File: src/rtl/uart_transmitter_sequencer.sv
// Purpose: captures an ALU result (RESULT_BYTES bytes) or one register-file byte and
//   feeds it to a UART transmitter one byte at a time over a valid/busy handshake.
// Latency: a capture on edge N presents the first byte with valid high right after edge N.
//   Backpressure: busy high acknowledges the byte, busy low completes it, and a
//   watchdog drops the frame if busy never rises.
// Ports:
//   clk, reset (sync, active-low)
//   ALU_result_valid / ALU_result      wide result capture (takes priority)
//   read_data_valid / read_data        single-byte capture
//   transmitter_busy_synchronized      transmitter busy, already in the clk domain
//   transmitter_parallel_data(_valid)  byte request to the transmitter
//   UART_receiver_controller_enable    high when a new command may be accepted
//   frame_done, timeout_error          one-cycle status pulses
module uart_transmitter_sequencer #(
  parameter int DATA_WIDTH   = 8,
  parameter int RESULT_BYTES = 2,
  parameter int MSB_FIRST    = 0,
  parameter int ACK_TIMEOUT  = 1024
) (
  input  logic                               clk,
  input  logic                               reset,
  input  logic                               ALU_result_valid,
  input  logic [RESULT_BYTES*DATA_WIDTH-1:0] ALU_result,
  input  logic                               read_data_valid,
  input  logic [DATA_WIDTH-1:0]              read_data,
  input  logic                               transmitter_busy_synchronized,
  output logic [DATA_WIDTH-1:0]              transmitter_parallel_data,
  output logic                               transmitter_parallel_data_valid,
  output logic                               UART_receiver_controller_enable,
  output logic                               frame_done,
  output logic                               timeout_error
);

  localparam int RW = RESULT_BYTES * DATA_WIDTH;
  localparam int CW = $clog2(RESULT_BYTES + 1);
  localparam int TW = $clog2(ACK_TIMEOUT + 1);

  typedef enum logic [1:0] {IDLE, SEND, WAIT_DONE} state_t;

  state_t                state, state_nx;
  logic [RW-1:0]         shreg, shreg_nx, shreg_adv;
  logic [CW-1:0]         count, count_nx;
  logic [TW-1:0]         wdog, wdog_nx;
  logic [DATA_WIDTH-1:0] data_nx;
  logic                  valid_nx, enable_nx, done_nx, terr_nx;
  logic                  busy;

  assign busy = transmitter_busy_synchronized;

  // Register advanced by one byte toward whichever end is transmitted next.
  always_comb begin
    if (MSB_FIRST != 0) shreg_adv = shreg << DATA_WIDTH;
    else                shreg_adv = shreg >> DATA_WIDTH;
  end

  always_ff @(posedge clk) begin
    if (!reset) begin
      state                           <= IDLE;
      shreg                           <= '0;
      count                           <= '0;
      wdog                            <= '0;
      transmitter_parallel_data       <= '0;
      transmitter_parallel_data_valid <= 1'b0;
      UART_receiver_controller_enable <= 1'b1;
      frame_done                      <= 1'b0;
      timeout_error                   <= 1'b0;
    end else begin
      state                           <= state_nx;
      shreg                           <= shreg_nx;
      count                           <= count_nx;
      wdog                            <= wdog_nx;
      transmitter_parallel_data       <= data_nx;
      transmitter_parallel_data_valid <= valid_nx;
      UART_receiver_controller_enable <= enable_nx;
      frame_done                      <= done_nx;
      timeout_error                   <= terr_nx;
    end
  end

  // Outputs are computed for the next state so that every output is a register.
  always_comb begin
    state_nx  = state;
    shreg_nx  = shreg;
    count_nx  = count;
    wdog_nx   = wdog;
    data_nx   = transmitter_parallel_data;
    valid_nx  = 1'b0;
    enable_nx = 1'b0;
    done_nx   = 1'b0;
    terr_nx   = 1'b0;
    case (state)
      IDLE: begin
        enable_nx = !busy;
        // Valids seen while the transmitter is busy are dropped, not queued.
        if (!busy) begin
          if (ALU_result_valid) begin
            shreg_nx  = ALU_result;
            count_nx  = CW'(RESULT_BYTES);
            data_nx   = (MSB_FIRST != 0) ? ALU_result[RW-1 -: DATA_WIDTH]
                                         : ALU_result[DATA_WIDTH-1:0];
            wdog_nx   = '0;
            valid_nx  = 1'b1;
            enable_nx = 1'b0;
            state_nx  = SEND;
          end else if (read_data_valid) begin
            // The data register is loaded directly, so byte order never applies here.
            shreg_nx  = RW'(read_data);
            count_nx  = CW'(1);
            data_nx   = read_data;
            wdog_nx   = '0;
            valid_nx  = 1'b1;
            enable_nx = 1'b0;
            state_nx  = SEND;
          end
        end
      end
      SEND: begin
        if (busy) begin
          wdog_nx  = '0;
          state_nx = WAIT_DONE;
        end else if (wdog == TW'(ACK_TIMEOUT)) begin
          // Transmitter never took the byte: abandon the whole frame.
          wdog_nx   = '0;
          count_nx  = '0;
          terr_nx   = 1'b1;
          enable_nx = 1'b1;
          state_nx  = IDLE;
        end else begin
          wdog_nx  = wdog + TW'(1);
          valid_nx = 1'b1;
        end
      end
      WAIT_DONE: begin
        if (!busy) begin
          count_nx = count - CW'(1);
          shreg_nx = shreg_adv;
          if (count == CW'(1)) begin
            done_nx   = 1'b1;
            enable_nx = 1'b1;
            state_nx  = IDLE;
          end else begin
            data_nx  = (MSB_FIRST != 0) ? shreg_adv[RW-1 -: DATA_WIDTH]
                                        : shreg_adv[DATA_WIDTH-1:0];
            wdog_nx  = '0;
            valid_nx = 1'b1;
            state_nx = SEND;
          end
        end
      end
      default: state_nx = IDLE;
    endcase
  end

endmodule

File: config.mk
export PLATFORM = sky130hd
export DESIGN_NAME = uart_transmitter_sequencer
export DESIGN_NICKNAME = d
export VERILOG_FILES = /design/src/rtl/uart_transmitter_sequencer.sv
export SDC_FILE = /design/constraint.sdc
export NUM_CORES = 1
export LEC_CHECK = 0
export BUFFER_PORTS_ARGS = -buffer_cell sky130_fd_sc_hd__buf_2
export CAP_MARGIN = 15
export CORE_MARGIN = 2
export CORE_UTILIZATION = 55
export DETAILED_ROUTE_END_ITERATION = 8
export GPL_ROUTABILITY_DRIVEN = 0
export GPL_TIMING_DRIVEN = 0
export PLACE_DENSITY = 0.92
export SYNTH_ARGS = -nofsm -noshare
export SYNTH_HDL_FRONTEND = slang
export SYNTH_SLANG_ARGS = --single-unit
File: constraint.sdc
create_clock -name clk -period 3.9 [get_ports clk]
set_input_delay 0.39 -clock clk [delete_from_list [all_inputs] [get_ports clk]]
set_output_delay 0.39 -clock clk [all_outputs]
set_load 0.01 [all_outputs]
==> run_results.csv, run 1 <==
group,metric,value,unit
global_routing,grt_start_max_net_pins,13,
floorplan,start_util,0.5669,
worst_setup_path,required,4.18,ns
floorplan,ios,41,
synth,synth.yosys.seq_area_share,0.3733,
power,switchingPower,389.2,uW
drt,drtAntennaViolNets,0,
synth,syn_area_per_cell,8.729,um2
place,postPlaceCellArea,2130,um2
floorplan,die_area,3896,um2
drt,vias,1723,
min_path,min_to,"UART_receiver_controller_enable",
power,sequentialPowerShare,0.394,
synth,synth_cell_types,40,
power,p_comb_frac,0.365,
worst_setup_path,end_kind,"flop",
global_routing,grt_pass1_vias,1612,
floorplan,die_h,62.42,um
worst_setup_path,ff2ff_setup_slack,1.68,ns
power,vdd_drop_max,0.3484,mV
worst_setup_path,r2r-start,"state[1]",
drt,wire_per_inst,13.80,um
sta,hold_viol,0,
global_routing,grt_remaining_overflow,0,
worst_setup_path,critPathKind,"reg -> reg",
global_routing,grtUsageTotal,0.2271,
floorplan,die_w,62.42,um
run_status,status,"finished clean",
worst_setup_path,cp_cell_sequence,"inv_1 -> ha_1 -> nor3b_4 -> a2111o_1 -> or4_1 -> a21oi_1",
layout,fin_area,2211,um2
cts,clock-sinks,35,
layout,fin_util,0.6678,
drt,firstDrtPassIters,4,
sta,slew-limit-headroom,0.4885,
synth,synth-seq-cells,35,
place,dp_cells,300,
drt,wirelength_met1,1790,um
power,clkPwrFrac,0.241,
synth,syn_inst,215,
sta,setup_tns,0,ns
place,portBuffers,39,
worst_setup_path,crit_arrival,2.50,ns
power,power.density,495.4,nW/um2
cts,cts.clk_slew.worst_paths,0.11,ns
sta,fin_crit_sh,0.5696,
layout,diodes,0,
min_path,hold_path_startpoint,"reset",
global_routing,antenna_found_initial,0,
worst_setup_path,r2r-end,"wdog[10]",
synth,synthTopCellsByArea,"dfxtp_1 37%, mux2i_1 14%, ha_1 4.7%, nor2_1 4.6%, nand2_1 3.6%",
min_path,min_path_type,"in -> reg",
cts,cts_resized,0,
cts,cts_buffers,5,
drt,top_layer,"met4",
power,finalPower,1.095,mW
floorplan,coreArea,3311,um2
drt,wl_met3,251,um
synth,synthArstFlopShare,0,
drt,drt_iter0_drc,123,
cts,clock_latency,0.35,ns
drt,wl_met2,2122,um
sta,whs,0.3503,ns
cts,clock_path_buffers,2,
synth,yosys.area.top_type,"dfxtp_1",
cts,htreeDepth,2,
sta,fmax,450.1,MHz
power,intPower,706.0,uW
synth,synthFlopType,"dfxtp_1",
place,dp_hpwl,3169,um
cts,hold_buffers,0,
floorplan,rows,21,
synth,synth_edf_count,0,
sta,rsz0062_at_grt,"false",
layout,nets,297,
cts,postCtsSetupBuffers,0,
synth,yosys_warnings,0,
min_path,whs_path_depth,2,
cts,cts_tree,"yes",
power,p_leak,0.8965,nW
synth,syn_area,1877,um2
drt,drc,0,
global_routing,grt_pass1_wl,7113,um
layout,drive_above_1_share,0.2099,
worst_setup_path,ff2ff_path_depth,6,
place,dpl_worst_slack,1.710,ns
synth,syn_nets,251,
sta,finalMaxSlewViolations,0,
sta,period_needed,2.222,ns
sta,worst_slack,1.678,ns
layout,instances_no_fill,308,
drt,wl,4249,um
layout,syn_to_final_growth,17.80,%
synth,synth_top_area_frac,0.3733,
worst_setup_path,start_kind,"flop",
sta,clock_skew,0.01174,ns
drt,via_per_inst,5.594,
worst_setup_path,worst_path_max_delay_cell,"or4_1",
worst_setup_path,cp_max_fo,9,
cts,cts_root_buf,"clkbuf_4",
sta,worstMarginPinSlew,0.7630,ns
sta,setup_violations,0,
worst_setup_path,slowest_delay,0.53,ns
flow_run,cap_violations,0,
power,swShare,0.3554,
[synthesized netlist by cell type, types with 2 or more instances]
cell,number
nand2_1,18
a31oi_1,2
inv_1,10
nand2b_1,2
or4_1,6
nor2_1,23
clkbuf_1,8
nor3_1,4
o21a_1,2
a21oi_1,12
mux2i_1,27
nand4b_1,2
o31ai_1,7
ha_1,7
nand3_1,2
buf_2,2
and2_1,8
nand4_1,2
dfxtp_1,35
o21ai_0,10
a311oi_1,3
nor2b_1,2
nor4b_1,4
[worst max path at each step]
stage,startpoint,cells after the start,slack (ns),endpoint
final,state[1],6,1.68,wdog[10]
after global routing,state[0],7,1.55,wdog[10]
after CTS,state[1],6,1.68,wdog[10]
after detailed placement,state[1],6,1.71,wdog[10]
after floorplan,state[0],6,1.92,wdog[10]
after global placement,state[1],6,1.74,wdog[3]
[logic make-up (layout without fill, tap and decap cells)]
kind of cell / after synthesis / after routing / share of synthesized area
AND/OR/NAND/NOR: 79 / 79 / 0.2273
AO/OA/AOI/OAI: 45 / 45 / 0.1607
flip-flops: 35 / 35 / 0.3733
multiplexers: 27 / 27 / 0.1440
buffers and inverters: 21 / 68 / 0.04333
adder cells (fa/ha/maj): 7 / 7 / 0.04666
XOR/XNOR: 1 / 1 / 0.004668
[cells in the final DEF, fill, tap and decap left out, types with 2 or more instances in the layout]
master and count:
o21ai_0 10, a21oi_1 12, and2_1 8, nor4b_1 4, a311oi_1 3, o21a_1 2, nor2_1 23, dfxtp_1 35
nor3_1 4, ha_1 7, mux2i_1 27, a31oi_1 2, o31ai_1 7, nand2b_1 2, clkbuf_4 5, nand3_1 2
nor2b_1 2, inv_1 10, buf_2 41, clkbuf_1 8, nand4_1 2, nand2_1 18, nand4b_1 2, or4_1 6
[power groups by stage]
stage	combinational [mW]	clock, mW	sequential (mW)
after floorplan	0.287	0	0.442
after global placement	0.379	0	0.437
after detailed placement	0.393	0	0.438
after CTS	0.395	0.266	0.430
after global routing	0.436	0.285	0.436
final	0.400	0.264	0.432
[state kept, by name, indices dropped and copies added, names as in the netlist]
register                         flops
frame_done                           1
wdog                                11
count                                2
transmitter_parallel_data            8
timeout_error                        1
shreg                                8
UART_receiver_controller_enable      1
state                                2
transmitter_parallel_data_valid      1
[critical path: cells and delay by family, from the launching register on]
family	cells	cell delay, ns
and+or+nand+nor	2	0.75
buffers and inverters	1	0.08
adders and majority gates	1	0.28
DFF	1	0.42
AOI/OAI and AO/OA	2	0.62
[metal layers]
layer  vias up  global-route usage
met5         -                   0
met2        58              0.3804
met3        12             0.06667
met4         0              0.1028
met1       790              0.2683
li1        863                   -
[final cells by class]
type	instances	area, um2
Tap cell	46	57.56
Buffer	11	43.79
Sequential cell	35	700.7
Timing Repair Buffer	39	195.2
Clock buffer	5	37.54
Multi-Input combinational cell	159	1095
Fill cell	267	1100
Inverter	10	37.54
Clock inverter	3	43.79
Note: power is estimated with default switching activity, not from simulation.
==> inputs of run 2 (changes only) <==
- CORE_UTILIZATION: 55 -> 48
- PLACE_DENSITY: 0.92 -> 0.86
- clock period: 3.9 -> 1.8 ns (I/O delays scaled with it)
==> run_results.csv, run 2 (same netlist as run 1, synthesis figures left out) <==
group,metric,value,unit
sta,hold_viol,0,
layout,syn_to_final_growth,29.27,%
floorplan,start_util,0.5051,
sta,setup_violations,12,
power,p_leak,0.9836,nW
worst_setup_path,cp.buffers_inverters,2,
sta,fmax,513.7,MHz
cts,clock-sinks,35,
sta,worstMarginPinSlew,0.6672,ns
flow_run,cap_violations,0,
worst_setup_path,worstSetupPathDepth,7,
global_routing,antenna_found_initial,0,
sta,clock_skew,0.01236,ns
worst_setup_path,cp_cell_sequence,"inv_2 -> ha_4 -> o21a_1 -> buf_4 -> a2111o_1 -> or4_1 -> a21oi_1",
worst_setup_path,slowest_delay,0.45,ns
drt,drtAntennaViolNets,0,
layout,drive_above_1_share,0.3127,
layout,diodes,0,
power,vdd_drop_max,0.5180,mV
drt,drt_iter0_drc,122,
worst_setup_path,cp_max_fo,4,
worst_setup_path,crit_end,"wdog[7]",
floorplan,die_h,66.53,um
layout,regArea,708.2,um2
floorplan,die_w,66.53,um
sta,rsz0062_at_grt,"true",
drt,vias,1829,
drt,drc,0,
layout,nets,310,
sta,whs,0.1957,ns
drt,via_per_inst,5.663,
sta,setup_tns,-0.9853,ns
layout,final_cell_mix,"39 x buf_2, 31 x dfxtp_1, 27 x mux2i_1, 21 x nor2_1, 18 x nand2_1",
worst_setup_path,critPathKind,"reg -> reg",
layout,multiInputGateArea,1191,um2
power,finalPower,2.622,mW
global_routing,grtUsageTotal,0.2217,
cts,clock_latency,0.29,ns
cts,cts_tree,"yes",
layout,fin_area,2426,um2
layout,largest_reg_flops,11,
layout,max_flop_register,"wdog",
layout,top_regs,"wdog (11), shreg (8), transmitter_parallel_data (8)",
cts,cts.clk_slew.worst_paths,0.08,ns
global_routing,grt_pass1_vias,1700,
drt,wire_per_inst,14.66,um
worst_setup_path,path_delay_family,"compound AO/OA/AOI/OAI gates",
worst_setup_path,crit_start,"count[1]",
sta,period_needed,1.946,ns
cts,cts_buffers,5,
cts,hold_buffers,0,
place,dp_hpwl,3114,um
place,dpl_worst_slack,-0.2966,ns
place,portBuffers,39,
cts,htreeDepth,2,
min_path,min_path_type,"in -> reg",
cts,cts_root_buf,"clkbuf_8",
worst_setup_path,r2r-start,"count[1]",
worst_setup_path,worst_path_max_delay_cell,"a2111o_1",
worst_setup_path,ff2ff_setup_slack,-0.15,ns
sta,fin_crit_sh,1.081,
worst_setup_path,crit_arrival,2.17,ns
floorplan,die_area,4426,um2
run_status,failed_checks,"setup timing",
sta,worst_slack,-0.1465,ns
drt,wl,4734,um
run_status,status,"finished with violations",
cts,clock_path_buffers,2,
floorplan,rows,22,
power,power.density,1081,nW/um2
worst_setup_path,start_kind,"flop",
global_routing,grt_remaining_overflow,0,
global_routing,grt_pass1_wl,7507,um
sta,finalMaxSlewViolations,0,
place,postPlaceCellArea,2148,um2
global_routing,grt_start_max_net_pins,12,
layout,fill_cells,301,
worst_setup_path,ff2ff_path_depth,7,
sta,slew-limit-headroom,0.5552,
floorplan,coreArea,3716,um2
worst_setup_path,required,2.02,ns
floorplan,ios,41,
layout,final_common_cell,"buf_2",
worst_setup_path,r2r-end,"wdog[7]",
worst_setup_path,end_kind,"flop",
drt,firstDrtPassIters,4,
run 2: cell count changes in the layout (fill, tap and decap cells not counted), sizes merged:
cell	before	now
buf	42	55
clkinv	2	3
a2111o	1	2
clkbuf	13	12
bufinv	1	0
run 2: layer usage:
layer / part of all wire / track usage
met3: 0.046 / 0.06081
met2: 0.48 / 0.3625
met1: 0.44 / 0.2693
met5: 0 / 0
met4: 0.029 / 0.1020
run 2: stage by stage:
stage / cells / utilization
2_1_floorplan: 215 / -
3_3_place_gp: 302 / 0.5781
3_5_place_dp: 302 / 0.5781
5_1_grt: 323 / 0.6529
6_report: 323 / 0.6529
4_1_cts: 319 / 0.6391
run 2: final cells by class:
| cell class | count | area share |
|---|---|---|
| Timing Repair Buffer | 52 | 0.1222 |
| Multi-Input combinational cell | 160 | 0.4910 |
| Buffer | 10 | 0.02011 |
| Clock buffer | 5 | 0.02837 |
| Clock inverter | 3 | 0.006189 |
| Inverter | 10 | 0.01547 |
| Tap cell | 48 | 0.02475 |
| Sequential cell | 35 | 0.2919 |
run 2: where the power goes:
part | switching [mW] | total (mW) | internal (mW)
sequential | 0.0671 | 0.944 | 0.877
clock | 0.286 | 0.551 | 0.265
combinational | 0.593 | 1.13 | 0.535
run 2: repair_timing:
item                                    4_1_cts  5_1_grt
pin swaps                                    15        3
endpoints found under the setup margin       29       21
buffers inserted                              9        3
gates cloned                                  1        1
resized for setup                            18        8
run 2: worst min path at each step:
| stage | start | endpoint | slack (ns) | depth (start not counted) |
|---|---|---|---|---|
| 5_1_grt | reset | UART_receiver_controller_enable | 0.21 | 2 |
| 6_report | reset | UART_receiver_controller_enable | 0.20 | 2 |
| 4_1_cts | reset | UART_receiver_controller_enable | 0.19 | 2 |
| 3_5_place_dp | transmitter_parallel_data[6] | transmitter_parallel_data[6] | 0.48 | 2 |
| 2_1_floorplan | transmitter_busy_synchronized | transmitter_parallel_data_valid | 0.43 | 3 |
| 3_3_place_gp | transmitter_parallel_data[5] | transmitter_parallel_data[5] | 0.47 | 2 |
